File: src/rtl/stopwatch_pkg.sv
// rtl/stopwatch_pkg.sv - shared stopwatch types and BCD time-word constants
package stopwatch_pkg;

    // Control states of the lap recorder.
    typedef enum logic [1:0] {
        IDLE   = 2'd0,
        RUN    = 2'd1,
        PAUSED = 2'd2,
        RECALL = 2'd3
    } sw_state_t;

    // Time word layout: {m1,m0,s1,s0,f1,f0}, f0 in the low nibble.
    localparam int DIGIT_W = 4;
    localparam int DIGIT_N = 6;
    localparam int TIME_W  = DIGIT_W * DIGIT_N;

    // Nibble code the display driver renders as an unlit digit.
    localparam logic [DIGIT_W-1:0] BLANK_DIGIT = 4'hF;
    localparam logic [TIME_W-1:0]  BLANK_TIME  = {DIGIT_N{BLANK_DIGIT}};

endpackage

File: src/rtl/lap_recorder_lap_mem.sv
// rtl/lap_recorder_lap_mem.sv - DEPTH x TW lap storage, synchronous write, registered read
// Ports: clk; we/waddr/wdata write side; raddr in, rdata out one cycle later.
// Contents are not reset; only entries below the recorder's lap count are meaningful.
module lap_mem #(
    parameter int DEPTH = 4,
    parameter int TW    = 24,
    parameter int AW    = $clog2(DEPTH)
) (
    input  logic          clk,
    input  logic          we,
    input  logic [AW-1:0] waddr,
    input  logic [TW-1:0] wdata,
    input  logic [AW-1:0] raddr,
    output logic [TW-1:0] rdata
);

    logic [TW-1:0] mem [DEPTH];

    always_ff @(posedge clk) begin
        if (we) begin
            mem[waddr] <= wdata;
        end
        rdata <= mem[raddr];
    end

endmodule

File: src/rtl/lap_recorder.sv
// rtl/lap_recorder.sv - run/pause/recall control, lap capture and display select for the stopwatch
// Ports: clk, reset_n (async, active-high); tick, start_p, lap_p, clear_p pulses;
//        live_time from the counter chain; run_en/counter_clr to the counter chain;
//        disp_time/disp_lap to the display driver; lap_count/lap_full status.
module lap_recorder
    import stopwatch_pkg::*;
#(
    parameter int DEPTH      = 4,
    parameter int HOLD_TICKS = 200,
    parameter int TW         = TIME_W
) (
    input  logic                   clk,
    input  logic                   reset_n,
    input  logic                   tick,
    input  logic                   start_p,
    input  logic                   lap_p,
    input  logic                   clear_p,
    input  logic [TW-1:0]          live_time,
    output logic                   run_en,
    output logic                   counter_clr,
    output logic [TW-1:0]          disp_time,
    output logic [2:0]             disp_lap,
    output logic [$clog2(DEPTH):0] lap_count,
    output logic                   lap_full
);

    localparam int AW = $clog2(DEPTH);
    localparam int CW = AW + 1;
    localparam int HW = $clog2(HOLD_TICKS + 1);
    localparam logic [CW-1:0] FULL      = CW'(DEPTH);
    localparam logic [HW-1:0] HOLD_LOAD = HW'(HOLD_TICKS);

    sw_state_t     state;
    logic [CW-1:0] rec_idx;
    logic [HW-1:0] hold_cnt;
    logic [TW-1:0] freeze_q;
    logic [TW-1:0] rd_data;
    logic [AW-1:0] rd_addr;
    logic          do_clear;
    logic          do_start;
    logic          do_lap;
    logic          mem_we;

    // Only the highest-priority pulse in a cycle is acted on.
    assign do_clear = clear_p;
    assign do_start = start_p & ~clear_p;
    assign do_lap   = lap_p & ~clear_p & ~start_p;

    assign lap_full = (lap_count == FULL);

    // State is already IDLE while reset is high, so no write can slip through.
    assign mem_we = (state == RUN) && do_lap && !lap_full;

    // Read address follows the index the FSM is about to hold, so the
    // registered read lands in the same cycle the new disp_lap appears.
    always_comb begin
        rd_addr = rec_idx[AW-1:0];
        if (state == PAUSED && do_lap) begin
            rd_addr = '0;
        end else if (state == RECALL && do_lap) begin
            rd_addr = AW'(rec_idx + CW'(1));
        end
    end

    lap_mem #(
        .DEPTH (DEPTH),
        .TW    (TW),
        .AW    (AW)
    ) u_lap_mem (
        .clk   (clk),
        .we    (mem_we),
        .waddr (lap_count[AW-1:0]),
        .wdata (live_time),
        .raddr (rd_addr),
        .rdata (rd_data)
    );

    always_ff @(posedge clk or posedge reset_n) begin
        if (reset_n) begin
            state       <= IDLE;
            run_en      <= 1'b0;
            counter_clr <= 1'b0;
            disp_lap    <= 3'd0;
            lap_count   <= '0;
            rec_idx     <= '0;
            hold_cnt    <= '0;
            freeze_q    <= '0;
        end else begin
            counter_clr <= 1'b0;
            if (tick && hold_cnt != '0) begin
                hold_cnt <= hold_cnt - HW'(1);
            end

            case (state)
                IDLE: begin
                    if (do_clear) begin
                        counter_clr <= 1'b1;
                        lap_count   <= '0;
                    end else if (do_start) begin
                        state  <= RUN;
                        run_en <= 1'b1;
                    end
                end

                RUN: begin
                    if (do_start) begin
                        state  <= PAUSED;
                        run_en <= 1'b0;
                    end else if (mem_we) begin
                        lap_count <= lap_count + CW'(1);
                        freeze_q  <= live_time;
                        hold_cnt  <= HOLD_LOAD;
                    end
                end

                PAUSED: begin
                    if (do_clear) begin
                        state       <= IDLE;
                        counter_clr <= 1'b1;
                        lap_count   <= '0;
                        hold_cnt    <= '0;
                    end else if (do_start) begin
                        state  <= RUN;
                        run_en <= 1'b1;
                    end else if (do_lap && lap_count != '0) begin
                        state    <= RECALL;
                        rec_idx  <= '0;
                        disp_lap <= 3'd1;
                        hold_cnt <= '0;
                    end
                end

                RECALL: begin
                    if (do_clear) begin
                        state    <= PAUSED;
                        disp_lap <= 3'd0;
                    end else if (do_lap) begin
                        rec_idx <= rec_idx + CW'(1);
                        if (rec_idx + CW'(1) == lap_count) begin
                            state    <= PAUSED;
                            disp_lap <= 3'd0;
                        end else begin
                            disp_lap <= 3'(rec_idx + CW'(2));
                        end
                    end
                end

                default: begin
                    state  <= IDLE;
                    run_en <= 1'b0;
                end
            endcase
        end
    end

    always_comb begin
        disp_time = live_time;
        if (state == RECALL) begin
            disp_time = rd_data;
        end else if (hold_cnt != '0) begin
            disp_time = freeze_q;
        end
    end

endmodule

File: config.mk
export PLATFORM = sky130hd
export DESIGN_NAME = lap_recorder
export DESIGN_NICKNAME = d
export VERILOG_FILES = /design/src/rtl/stopwatch_pkg.sv /design/src/rtl/lap_recorder_lap_mem.sv /design/src/rtl/lap_recorder.sv
export SDC_FILE = /design/constraint.sdc
export NUM_CORES = 1
export LEC_CHECK = 0
export CORE_MARGIN = 8
export CORE_UTILIZATION = 40
export CTS_CLUSTER_DIAMETER = 150
export DETAILED_ROUTE_END_ITERATION = 6
export SLEW_MARGIN = 0
export SYNTH_ARGS = -nofsm -noshare
export SYNTH_HDL_FRONTEND = slang
export SYNTH_SLANG_ARGS = --single-unit
File: constraint.sdc
create_clock -name clk -period 2.71 [get_ports clk]
set_input_delay 0.271 -clock clk [delete_from_list [all_inputs] [get_ports clk]]
set_output_delay 0.271 -clock clk [all_outputs]
set_load 0.01 [all_outputs]
# ---- Word-level counts from Yosys, hierarchy flattened
# Memories as Yosys holds them, arrays and structs flattened. A register that Yosys moved wholly into a read port is not among the register bits.
# Cells that the tools add are included.
dict set report totals {
  reg_bits 45
  ram_bits 96
  wordCells 105
  n_memories 1
}
# name depth width rd rd_clocked_by_memory_dff write_ports line
set mem_list {}
lappend mem_list {u_lap_mem.mem 4 24 1 1 1 lap_recorder_lap_mem.sv:17} ;# logic [TW-1:0] mem [DEPTH];
dict set report classes {
  n_addsub 4
  n_eq_ne 21
  muxes 46
  n_bitwise 6
  reduce_logical 19
}
# cell count
set ops {}
lappend ops {{24-bit two-way mux} 2}
lappend ops {{8-bit two-way mux} 6}
lappend ops {{3-bit two-way mux} 14}
lappend ops {{2-bit two-way mux} 11}
lappend ops {{2-bit inequality test (second input constant)} 10}
lappend ops {{3-bit case mux with 2 select lines} 3}
lappend ops {{8-bit case mux with 2 select lines} 1}
lappend ops {{6-bit AND reduction} 2}
lappend ops {{2-bit case mux with 4 select lines} 1}
lappend ops {{4-bit AND reduction} 2}
lappend ops {{8-bit nonzero test} 1}
lappend ops {{8-bit by 1-bit subtractor with 8-bit output (second input constant)} 1}
lappend ops {{1-bit two-way mux} 7}
lappend ops {{3-bit by 1-bit adder with 3-bit output (second input constant)} 2}
lappend ops {{1-bit logical AND} 6}
lappend ops {{2-bit by 1-bit inequality test with 1-bit output (second input constant)} 3}
lappend ops {{5-bit AND reduction} 1}
lappend ops {{2-bit == test (second input constant)} 2}
lappend ops {{4-bit by 3-bit inequality test with 1-bit output (second input constant)} 1}
lappend ops {{2-bit nonzero test} 2}
lappend ops {{3-bit by 2-bit adder with 3-bit output (second input constant)} 1}
lappend ops {{1-bit bitwise AND} 3}
lappend ops {{3-bit == test} 1}
lappend ops {{3-bit == test (second input constant)} 1}
lappend ops {{other kinds (10)} 12}

# ---- Depth between registers and ports, before layout
# Gate-level depths: netlist (run 1).
dict set report logic_depth {
  ltp_word 8
  depth_mapped 10
  ltp_nobuf 6
}

# ---- Modules after synthesis
# Synthesis (run 1) repeated with hierarchy kept, for this count alone.
dict set report hier_totals {
  cells_unflattened 448
  area_unflattened_um2 6884.1
}
# mod n_inst cells_each area_per_inst_um2 seq_area_each_um2
set modules_own_cells {}
lappend modules_own_cells {lap_mem 1 154 4015.1 3363.2}
lappend modules_own_cells {lap_recorder 1 294 2869.0 1126.1}

# ---- Least setup slack after synthesis (run 1)
# Ideal clock, no wire load.
dict set report synth_path {
  path_type {flip-flop to flip-flop}
  startpoint {register state[1]}
  endpoint {memory u_lap_mem.mem[3][0] (enable)}
  setup_time_ps 405
  t_arrival_ps 2396
  required_ps 2305
  setup_slack_ps -91
  stages_incl_launch_ff 7
  n_path_buf 2
  period_less_slack_ps 2801
  path_cell_list {dfrtp_1 -> inv_1 -> ha_1 -> clkbuf_1 -> nand3_2 -> clkbuf_1 -> nor2_1}
}
dict set report synth_between {
  elab_chain_len 5
}
# item line
set synth_rtl {}
lappend synth_rtl {{start, declared} lap_recorder.sv:33} ;# sw_state_t state;
lappend synth_rtl {{start signal, assigned} lap_recorder.sv:80} ;# state <= IDLE;
lappend synth_rtl {{start signal, assigned} lap_recorder.sv:100} ;# state <= RUN;
lappend synth_rtl {{start signal, assigned} lap_recorder.sv:107} ;# state <= PAUSED;
lappend synth_rtl {{2-bit by 1-bit == test with 1-bit output} lap_recorder.sv:52} ;# assign mem_we = (state == RUN) && do_lap && !lap_full;
lappend synth_rtl {{1-bit logical AND (2 in series)} lap_recorder.sv:52}
lappend synth_rtl {{1-bit two-way mux} lap_recorder_lap_mem.sv:20} ;# if (we) begin
lappend synth_rtl {{1-bit two-way mux (implied by the code)} lap_recorder_lap_mem.sv:21} ;# mem[waddr] <= wdata;
lappend synth_rtl {{end, declared} lap_recorder_lap_mem.sv:17}
# Every way passes these cells.

# ---- Worst setup path in the final report (run 1)
dict set report layout_path {
  startpoint {register hold_cnt[0]}
  endpoint {output disp_time[14]}
}
dict set report layout_between {
  elab_chain_len 3
}
# item line
set layout_rtl {}
lappend layout_rtl {{start, declared} lap_recorder.sv:35} ;# logic [HW-1:0] hold_cnt;
lappend layout_rtl {{start signal, assigned} lap_recorder.sv:91} ;# hold_cnt <= hold_cnt - HW'(1);
lappend layout_rtl {{8-bit nonzero test} lap_recorder.sv:160} ;# end else if (hold_cnt != '0) begin
lappend layout_rtl {{24-bit two-way mux} lap_recorder.sv:160}
lappend layout_rtl {{24-bit two-way mux} lap_recorder.sv:158} ;# if (state == RECALL) begin
lappend layout_rtl {{end, declared} lap_recorder.sv:21} ;# output logic [TW-1:0] disp_time,
# Every way passes these cells.

==> results of run 1 <==
-- area by class of cell --
class | instances | area, µm²
clock buffers | 20 | 447
multi-input cells | 393 | 2760
inverters | 13 | 48.8
clock inverters | 12 | 129
fillers | 1603 | 9520
well taps | 234 | 293
flip-flops and latches | 165 | 4490
repair buffers | 85 | 896
-- placed cells by master, fill, tap and decap left out, types with 9 or more instances in the layout --
master / Yosys / final
and2_1: 26 / 26
clkdlybuf4s50_1: 0 / 38
a222oi_1: 24 / 24
nor4_1: 25 / 25
ha_1: 11 / 9
clkbuf_16: 0 / 17
o21ai_0: 28 / 28
inv_1: 13 / 12
nand2_1: 105 / 105
a21oi_1: 10 / 10
buf_4: 7 / 12
mux2i_1: 30 / 30
dfrtp_1: 45 / 45
edfxtp_1: 96 / 96
dlygate4sd2_1: 0 / 24
dfxtp_1: 24 / 24
nor4_2: 23 / 23
nor3_1: 25 / 25
buf_12: 0 / 10
-- cell families (layout without fill, tap and decap cells) --
kind of cell | Yosys count | count (layout)
AND/OR/NAND/NOR | 248 | 248
buffers and inverters | 56 | 130
flip-flops | 165 | 165
multiplexers | 33 | 33
XOR/XNOR | 7 | 7
adder cells (fa/ha/maj) | 11 | 11
AO/OA/AOI/OAI | 94 | 94
-- through the flow --
step,instances,total power [W],util [%]
CTS,922,0.0103,48.7
floorplan,614,0.00647,-
global route,922,0.0109,48.8
finish,922,0.0102,48.8
global placement,890,0.00806,45.7
detailed placement,890,0.00818,45.7
-- state kept, by name, indices dropped and copies added (netlist names) --
name	flops
counter_clr	1
disp_lap	3
freeze_q	24
hold_cnt	8
lap_count	3
rec_idx	3
run_en	1
state	2
u_lap_mem.mem	96
u_lap_mem.rdata	24
-- power by group --
part | internal (W) | leakage [nW] | switching (W)
logic | 0.00187 | 1.55 | 0.00250
registers | 0.00321 | 1.63 | 0.000317
clock network | 0.00138 | 0.268 | 0.000956
total | 0.00646 | 3.45 | 0.00378
-- timing repair --
item | in CTS | in global routing
setup endpoints to repair | 24 | 23
gates resized for setup | 27 | 2
gates cloned | 0 | 0
-- per-layer routing --
metal	track usage, %	vias up	share of wire (%)
li1	-	2422	-
met1	19.5	2573	44
met2	26.3	155	49
met3	3.10	25	5.3
met4	5.56	0	1.6
met5	0	-	0
-- cells in the mapped netlist, drive strengths merged, types with 5 or more instances --
library cell / number
a21oi: 11
a222oi: 24
and2: 27
buf: 30
clkbuf: 13
dfrtp: 45
dfxtp: 24
edfxtp: 96
ha: 11
inv: 13
mux2i: 30
nand2: 105
nand2b: 6
nor2: 9
nor2b: 6
nor3: 28
nor4: 49
o21ai: 31
xnor2: 5
-- critical path, delay by kind of cell, from the launching register on --
kind,cells,cell delay (ns)
compound gates,1,0.16
fa+ha+maj,1,0.22
mux,1,0.13
simple gates,2,0.33
buf+inv,3,0.60
flops,1,0.40
-- final timing paths --
path	startpoint	to	slack, ns	depth (start not counted)
worst max-delay path	hold_cnt[0]	disp_time[14]	0.15	8
worst min-delay path	reset_n	freeze_q[23]	0.16	2
worst max register to register	state[0]	u_lap_mem.rdata[2]	0.23	6
worst min register to register	freeze_q[0]	freeze_q[0]	0.47	2
max in group asynchronous	reset_n	freeze_q[4]	2.03	3
min in group clk	freeze_q[0]	freeze_q[0]	0.47	2
==> results.sh, run 1 <==
export IMPL_synthArstFlopShare_pct=27.3
export IMPL_cp_cell_sequence="inv_1 -> ha_2 -> nor3b_4 -> nand2_1 -> buf_8 -> mux2i_1 -> o21ai_0 -> dlygate4sd2_1"
export IMPL_cts_hold_buf=0
export IMPL_htreeDepth=4
export IMPL_synth_compound_area_share_pct=9.54
export IMPL_netlist_instances=614
export IMPL_synth_fa_ha_area_share_pct=1.83
export IMPL_antenna_found_initial=0
export IMPL_num_vias=5175
export IMPL_place_hpwl_um=11100
export IMPL_track_usage_pct=15.6
export IMPL_critPathCaptureType="primary output"
export IMPL_syn_area_mm2=0.00753
export IMPL_area_growth_pct=20.4
export IMPL_overflow=0
export IMPL_synth_top_family_by_area="simple AND/OR/NAND/NOR gates"
export IMPL_worstSetupPathType="reg -> out"
export IMPL_worst_path_largest_cell_delay_ns=0.40
export IMPL_place_ws_ns=0.118
export IMPL_netlist_area_leader_share_pct=38.3
export IMPL_cp_start_kind="register"
export IMPL_root_buffer="clkbuf_16"
export IMPL_period_minus_slack_ns=2.56
export IMPL_antenna_cells=0
export IMPL_ioPinCount=63
export IMPL_synth_enable_flop_cells=96
export IMPL_dr_first_iter_drc_count=439
export IMPL_power_leakage_nw=3.45
export IMPL_slowest_stage="dfrtp_1"
export IMPL_p_per_area_mw_per_mm2=1130
export IMPL_max_cap_viol_count=0
export IMPL_grt_max_degree=49
export IMPL_place_area_mm2=0.00850
export IMPL_crit_arrival_ns=2.29
export IMPL_hold_viol=0
export IMPL_synthXorXnorAreaFrac_pct=1.01
export IMPL_grt_pass1_vias=5396
export IMPL_status="finished clean"
export IMPL_yosysUniqueCellTypes=64
export IMPL_synthMuxAreaShare_pct=4.44
export IMPL_yosysTopAreaCell="edfxtp_1"
export IMPL_setup_slack_ns=0.147
export IMPL_achievable_frequency_mhz=390
export IMPL_yosys_area_share_simple_pct=19.5
export IMPL_peakVddDrop_mv=0.533
export IMPL_clk_latency_ns=0.42
export IMPL_cts_tree="done"
export IMPL_avgSynthCellArea_um2=12.3
export IMPL_drive_gt1_share_pct=14.5
export IMPL_slew_limit_headroom_pct=52.5
export IMPL_ys_flop_type="edfxtp_1"
export IMPL_core_area_mm2=0.0186
export IMPL_antenna_left=0
export IMPL_cts_made_buffers=17
export IMPL_syn_num_nets=655
export IMPL_fin_tns_setup_ns=0
export IMPL_post_cts_setup_buffer_count=0
export IMPL_die_w_um=153
export IMPL_cts_sinks=165
export IMPL_dr_pass1_iters=5
export IMPL_dieArea_mm2=0.0235
export IMPL_fin_skew_ns=0.00768
export IMPL_cp_required_ns=2.44
export IMPL_worst_slew_pin_slew_ns=0.712
export IMPL_drc=0
export IMPL_design_area_mm2=0.00906
export IMPL_rows=50
export IMPL_final_setup_viol_count=0
export IMPL_start_util_pct=40.5
export IMPL_drv_slew=0
export IMPL_grt_pass1_wl_um=28900
export IMPL_min_path_type="in -> async"
export IMPL_gp_congestion=0.863
export IMPL_die_h_um=153
export IMPL_fin_hold_ws_ns=0.160
export IMPL_ys_seq_area_share_pct=59.6
export IMPL_cts_clk_slew_worst_paths_ns=0.07
export IMPL_clock_path_buffers=2
export IMPL_yosysWarningCount=0
export IMPL_cp_max_fo=20
export IMPL_routed_via_density=5.61
export IMPL_routed_wl_um=18000
export IMPL_ys_ff_latch=165
export IMPL_timing_final_crit_share_pct=94.6
export IMPL_ys_top_cells_by_area="edfxtp_1 38%, dfrtp_1 15%, dfxtp_1 6.4%, nand2_1 5.2%, mux2i_1 4.0%"
export IMPL_nets=716
export IMPL_wl_per_cell_um=19.6
export IMPL_io_buffers=62
(Power assumes the default switching activity.)
==> run 2: changes to the inputs <==
Settings changed: CORE_ASPECT_RATIO from default to 1.5, GPL_TIMING_DRIVEN from default to 0, HOLD_SLACK_MARGIN from default to 0.08.
==> results.sh, run 2 (synthesis results as in run 1) <==
export IMPL_fillers=1674
export IMPL_reg2reg_slack_ns=0.19
export IMPL_status="finished clean"
export IMPL_gp_congestion=0.824
export IMPL_rows=61
export IMPL_design_area_mm2=0.00907
export IMPL_critPathCaptureType="primary output"
export IMPL_mostFrequentLayoutCells="104 x nand2_1, 96 x edfxtp_1, 45 x dfrtp_1"
export IMPL_cts_made_buffers=17
export IMPL_die_h_um=184
export IMPL_hold_viol=0
export IMPL_root_buffer="clkbuf_16"
export IMPL_antenna_found_initial=0
export IMPL_cts_tree="done"
export IMPL_dr_pass1_iters=6
export IMPL_cts_hold_buf=0
export IMPL_largest_register_ffs=96
export IMPL_peakVddDrop_mv=0.538
export IMPL_mostFrequentLayoutCell="nand2_1"
export IMPL_p_per_area_mw_per_mm2=1140
export IMPL_ioPinCount=63
export IMPL_worstSetupPathType="reg -> out"
export IMPL_power_leakage_nw=3.49
export IMPL_cp_required_ns=2.44
export IMPL_track_usage_pct=17.5
export IMPL_period_minus_slack_ns=2.56
export IMPL_cts_clk_slew_worst_paths_ns=0.06
export IMPL_wl_per_cell_um=20.9
export IMPL_top_regs="u_lap_mem.mem (96), freeze_q (24), u_lap_mem.rdata (24)"
export IMPL_start_util_pct=40.8
export IMPL_die_w_um=128
export IMPL_max_cap_viol_count=0
export IMPL_grt_pass1_vias=5635
export IMPL_achievable_frequency_mhz=391
export IMPL_htreeDepth=4
export IMPL_rsz0062_at_grt="false"
export IMPL_worst_slew_pin_slew_ns=0.754
export IMPL_cp_max_fo=10
export IMPL_nets=743
export IMPL_cts_sinks=165
export IMPL_grt_pass1_wl_um=31300
export IMPL_fin_skew_ns=0.00670
export IMPL_drv_slew=0
export IMPL_core_area_mm2=0.0185
export IMPL_place_area_mm2=0.00848
export IMPL_routed_via_density=5.50
export IMPL_place_ws_ns=-0.682
export IMPL_top_register="u_lap_mem.mem"
export IMPL_overflow=0
export IMPL_routed_wl_um=20200
export IMPL_dr_first_iter_drc_count=478
export IMPL_io_buffers=61
export IMPL_clk_latency_ns=0.42
export IMPL_drc=0
export IMPL_setup_slack_ns=0.151
export IMPL_cp_start_kind="register"
export IMPL_place_hpwl_um=13300
export IMPL_area_growth_pct=20.4
export IMPL_grt_max_degree=35
export IMPL_num_vias=5316
export IMPL_dieArea_mm2=0.0236
export IMPL_antenna_left=0
export IMPL_slew_limit_headroom_pct=49.7
export IMPL_fin_hold_ws_ns=0.118
export IMPL_antenna_cells=0
export IMPL_drive_gt1_share_pct=18.8
export IMPL_crit_arrival_ns=2.29
export IMPL_clock_path_buffers=2
export IMPL_timing_final_crit_share_pct=94.4
export IMPL_final_setup_viol_count=0
export IMPL_min_path_type="in -> async"
==> run 2: changes by cell type in the layout (fill, tap and decap cells not counted), sizes merged <==
cell           change
buf               +14
bufinv             -2
clkbuf            +26
clkdlybuf4s50      -1
clkinv             -1
dlygate4sd2       -10
inv                -1
nor2               +1
==> run 2: per-stage QoR <==
stage / cells / setup TNS (ns) / total power, W / util [%]
finish: 966 / 0 / 0.0103 / 49.1
global route: 966 / 0 / 0.0109 / 49.1
CTS: 966 / 0 / 0.0104 / 49.3
detailed placement: 928 / -56.22 / 0.00832 / 45.9
global placement: 927 / -60.13 / 0.00821 / 45.8
floorplan: 614 / 0 / 0.00647 / -
==> run 2: worst max-delay path, stage by stage, from the launching register on <==
cell and delay, ns:
dfrtp_1 0.40, inv_1 0.09, ha_1 0.18, nor3b_4 0.21, nand2_2 0.15, buf_6 0.21
mux2i_1 0.13, o21ai_1 0.20, dlygate4sd2_1 0.30
==> run 2: path summary, 6_finish.rpt <==
check,from,endpoint,depth (start not counted)
min in group clk,start_p,state[1],4
worst max register to register,state[0],u_lap_mem.rdata[18],9
worst max-delay path,hold_cnt[0],disp_time[4],8
worst min-delay path,reset_n,hold_cnt[3],2
max in group asynchronous,reset_n,freeze_q[15],3
worst min register to register,freeze_q[13],freeze_q[13],2
==> run 2: report_power, final <==
group	switching (W)	internal (W)
Sequential	0.000316	0.00321
Combinational	0.00267	0.00191
Clock	0.000956	0.00123
Total	0.00395	0.00635
==> run 2: per-layer routing <==
layer / track usage (%) / wire, µm
met2: 31.4 / 10800
met3: 3.31 / 956
met4: 7.98 / 499
met1: 19.6 / 7950
met5: 0 / 0
==> run 2: what timing repair did <==
item	in CTS	in global routing
endpoints found under the setup margin	120	38
gates cloned	1	0
buffers inserted	6	0
resized for setup	45	33
pin swaps	3	0
==> run 2: cell type report <==
type                            instances  area, µm²  area share [%]
Tap cell                              252        315            3.48
Multi-Input combinational cell        394       2770            30.6
Buffer                                 43        293            3.23
Inverter                               13       48.8           0.538
Timing Repair Buffer                   68        621            6.84
Sequential cell                       165       4490            49.5
Clock inverter                          8       52.6           0.579
Clock buffer                           23        478            5.27
==> run 3: changes to the inputs <==
Clock period 2.71 ns to 2.2 ns, I/O delays scaled along.
==> results.sh, run 3 (synthesis results as in run 1) <==
export IMPL_worst_path_largest_cell_delay_ns=0.39
export IMPL_min_path_type="in -> reg"
export IMPL_status="finished, violations left"
export IMPL_antenna_left=0
export IMPL_top_register="u_lap_mem.mem"
export IMPL_mostFrequentLayoutCell="nand2_1"
export IMPL_final_setup_viol_count=23
export IMPL_cp_max_fo=5
export IMPL_core_area_mm2=0.0185
export IMPL_cp_start_kind="register"
export IMPL_achievable_frequency_mhz=428
export IMPL_grt_pass1_wl_um=33200
export IMPL_routed_wl_um=21600
export IMPL_ioPinCount=63
export IMPL_reg2reg_depth=5
export IMPL_fin_util_pct=50.8
export IMPL_clock_path_buffers=2
export IMPL_place_ws_ns=-1.14
export IMPL_cts_made_buffers=17
export IMPL_nets=757
export IMPL_p_per_area_mw_per_mm2=1440
export IMPL_top_regs="u_lap_mem.mem (96), freeze_q (24), u_lap_mem.rdata (24)"
export IMPL_rsz0062_at_grt="true"
export IMPL_overflow=0
export IMPL_drive_gt1_share_pct=25.8
export IMPL_htreeDepth=4
export IMPL_grt_pass1_vias=5856
export IMPL_timing_final_crit_share_pct=106
export IMPL_fin_skew_ns=0.0123
export IMPL_die_w_um=128
export IMPL_track_usage_pct=18.8
export IMPL_slew_limit_headroom_pct=59.5
export IMPL_rows=61
export IMPL_max_cap_viol_count=0
export IMPL_power_leakage_nw=3.66
export IMPL_hold_path_end="run_en"
export IMPL_hold_viol=0
export IMPL_clk_latency_ns=0.42
export IMPL_peakVddDrop_mv=0.693
export IMPL_area_growth_pct=24.5
export IMPL_antenna_cells=0
export IMPL_io_buffers=61
export IMPL_critPathCaptureType="primary output"
export IMPL_drc=0
export IMPL_start_util_pct=40.8
export IMPL_die_h_um=184
export IMPL_worst_slew_pin_slew_ns=0.608
export IMPL_violations="setup timing"
export IMPL_hold_path_startpoint="start_p"
export IMPL_cts_tree="done"
export IMPL_worstSetupPathType="reg -> out"
export IMPL_largest_register_ffs=96
export IMPL_dieArea_mm2=0.0236
export IMPL_min_path_cells=3
export IMPL_cts_sinks=165
export IMPL_r2r_end="state[0]"
export IMPL_cp_required_ns=1.98
export IMPL_root_buffer="clkbuf_16"
export IMPL_wl_per_cell_um=22.0
export IMPL_reg2reg_slack_ns=0.04
export IMPL_num_vias=5556
export IMPL_gp_congestion=0.820
export IMPL_mostFrequentLayoutCells="104 x nand2_1, 96 x edfxtp_1, 41 x dfrtp_1"
export IMPL_crit_arrival_ns=2.12
export IMPL_place_hpwl_um=13700
export IMPL_grt_max_degree=35
export IMPL_cts_clk_slew_worst_paths_ns=0.06
export IMPL_rr_startpoint="rec_idx[1]"
export IMPL_routed_via_density=5.66
export IMPL_cp_cell_sequence="inv_2 -> ha_4 -> nor3b_4 -> nand2_4 -> buf_16 -> mux2i_1 -> o21ai_1 -> buf_2"
export IMPL_period_minus_slack_ns=2.34
export IMPL_dr_first_iter_drc_count=515
export IMPL_setup_slack_ns=-0.139
export IMPL_drv_slew=0
export IMPL_total_power_w=0.0135
export IMPL_slowest_stage="dfrtp_1"
export IMPL_antenna_found_initial=0
export IMPL_dr_pass1_iters=7
==> run 3: per-stage QoR <==
stage	hold slack, ns	cells	area [µm²]	setup TNS, ns
2_1_floorplan	0.319	614	7540	0
3_3_place_gp	0.457	927	8470	-105.83
3_5_place_dp	0.463	928	8490	-99.41
4_1_cts	0.164	978	9300	-1.05
5_1_grt	0.180	981	9380	-3.64
6_report	0.182	981	9380	-1.28
==> run 3: routing by layer <==
layer	GRT usage, %	vias up	wire, µm
met5	0	-	0
met4	7.98	0	641
met3	4.30	41	1230
met2	33.9	202	11600
met1	20.7	2812	8030
li1	-	2501	-
==> run 3: how the worst max path moves through the flow <==
stage | start | endpoint | slack [ns]
floorplan | state[1] | u_lap_mem.mem[3][0] | 0.04
global placement | clear_p | u_lap_mem.mem[3][22] | -1.10
detailed placement | clear_p | u_lap_mem.mem[3][21] | -1.14
CTS | hold_cnt[1] | disp_time[5] | -0.13
global route | hold_cnt[0] | disp_time[23] | -0.24
finish | hold_cnt[0] | disp_time[5] | -0.14
==> run 3: area by class of cell <==
cell class,count,area [µm²]
fill,1650,9090
sequential,165,4490
multi-input combinational,396,2900
timing repair buffer,81,699
clock buffer,19,443
buffer,42,342
tap,252,315
clock inverter,13,134
inverter,13,48.8
==> run 3: power by group <==
group | total, W | internal (W) | leakage (nW) | switching, W
Clock | 0.00291 | 0.00170 | 0.291 | 0.00121
Sequential | 0.00437 | 0.00396 | 1.63 | 0.000408
Combinational | 0.00624 | 0.00267 | 1.74 | 0.00357
==> run 3: repair_timing <==
item	4_1_cts	5_1_grt
pin swaps	10	6
gates cloned	5	0
endpoints found under the hold margin	11	0
buffers inserted	13	3
resized for setup	183	11
hold buffers	1	0
endpoints found under the setup margin	156	69
==> run 3: worst max-delay path, delay by kind of cell (launching register included) <==
family                     cells  cell delay (ns)
DFF                            1             0.39
muxes                          1             0.12
adders and majority gates      1             0.13
buffers and inverters          3             0.45
and+or+nand+nor                2             0.39
AOI/OAI and AO/OA              1             0.20
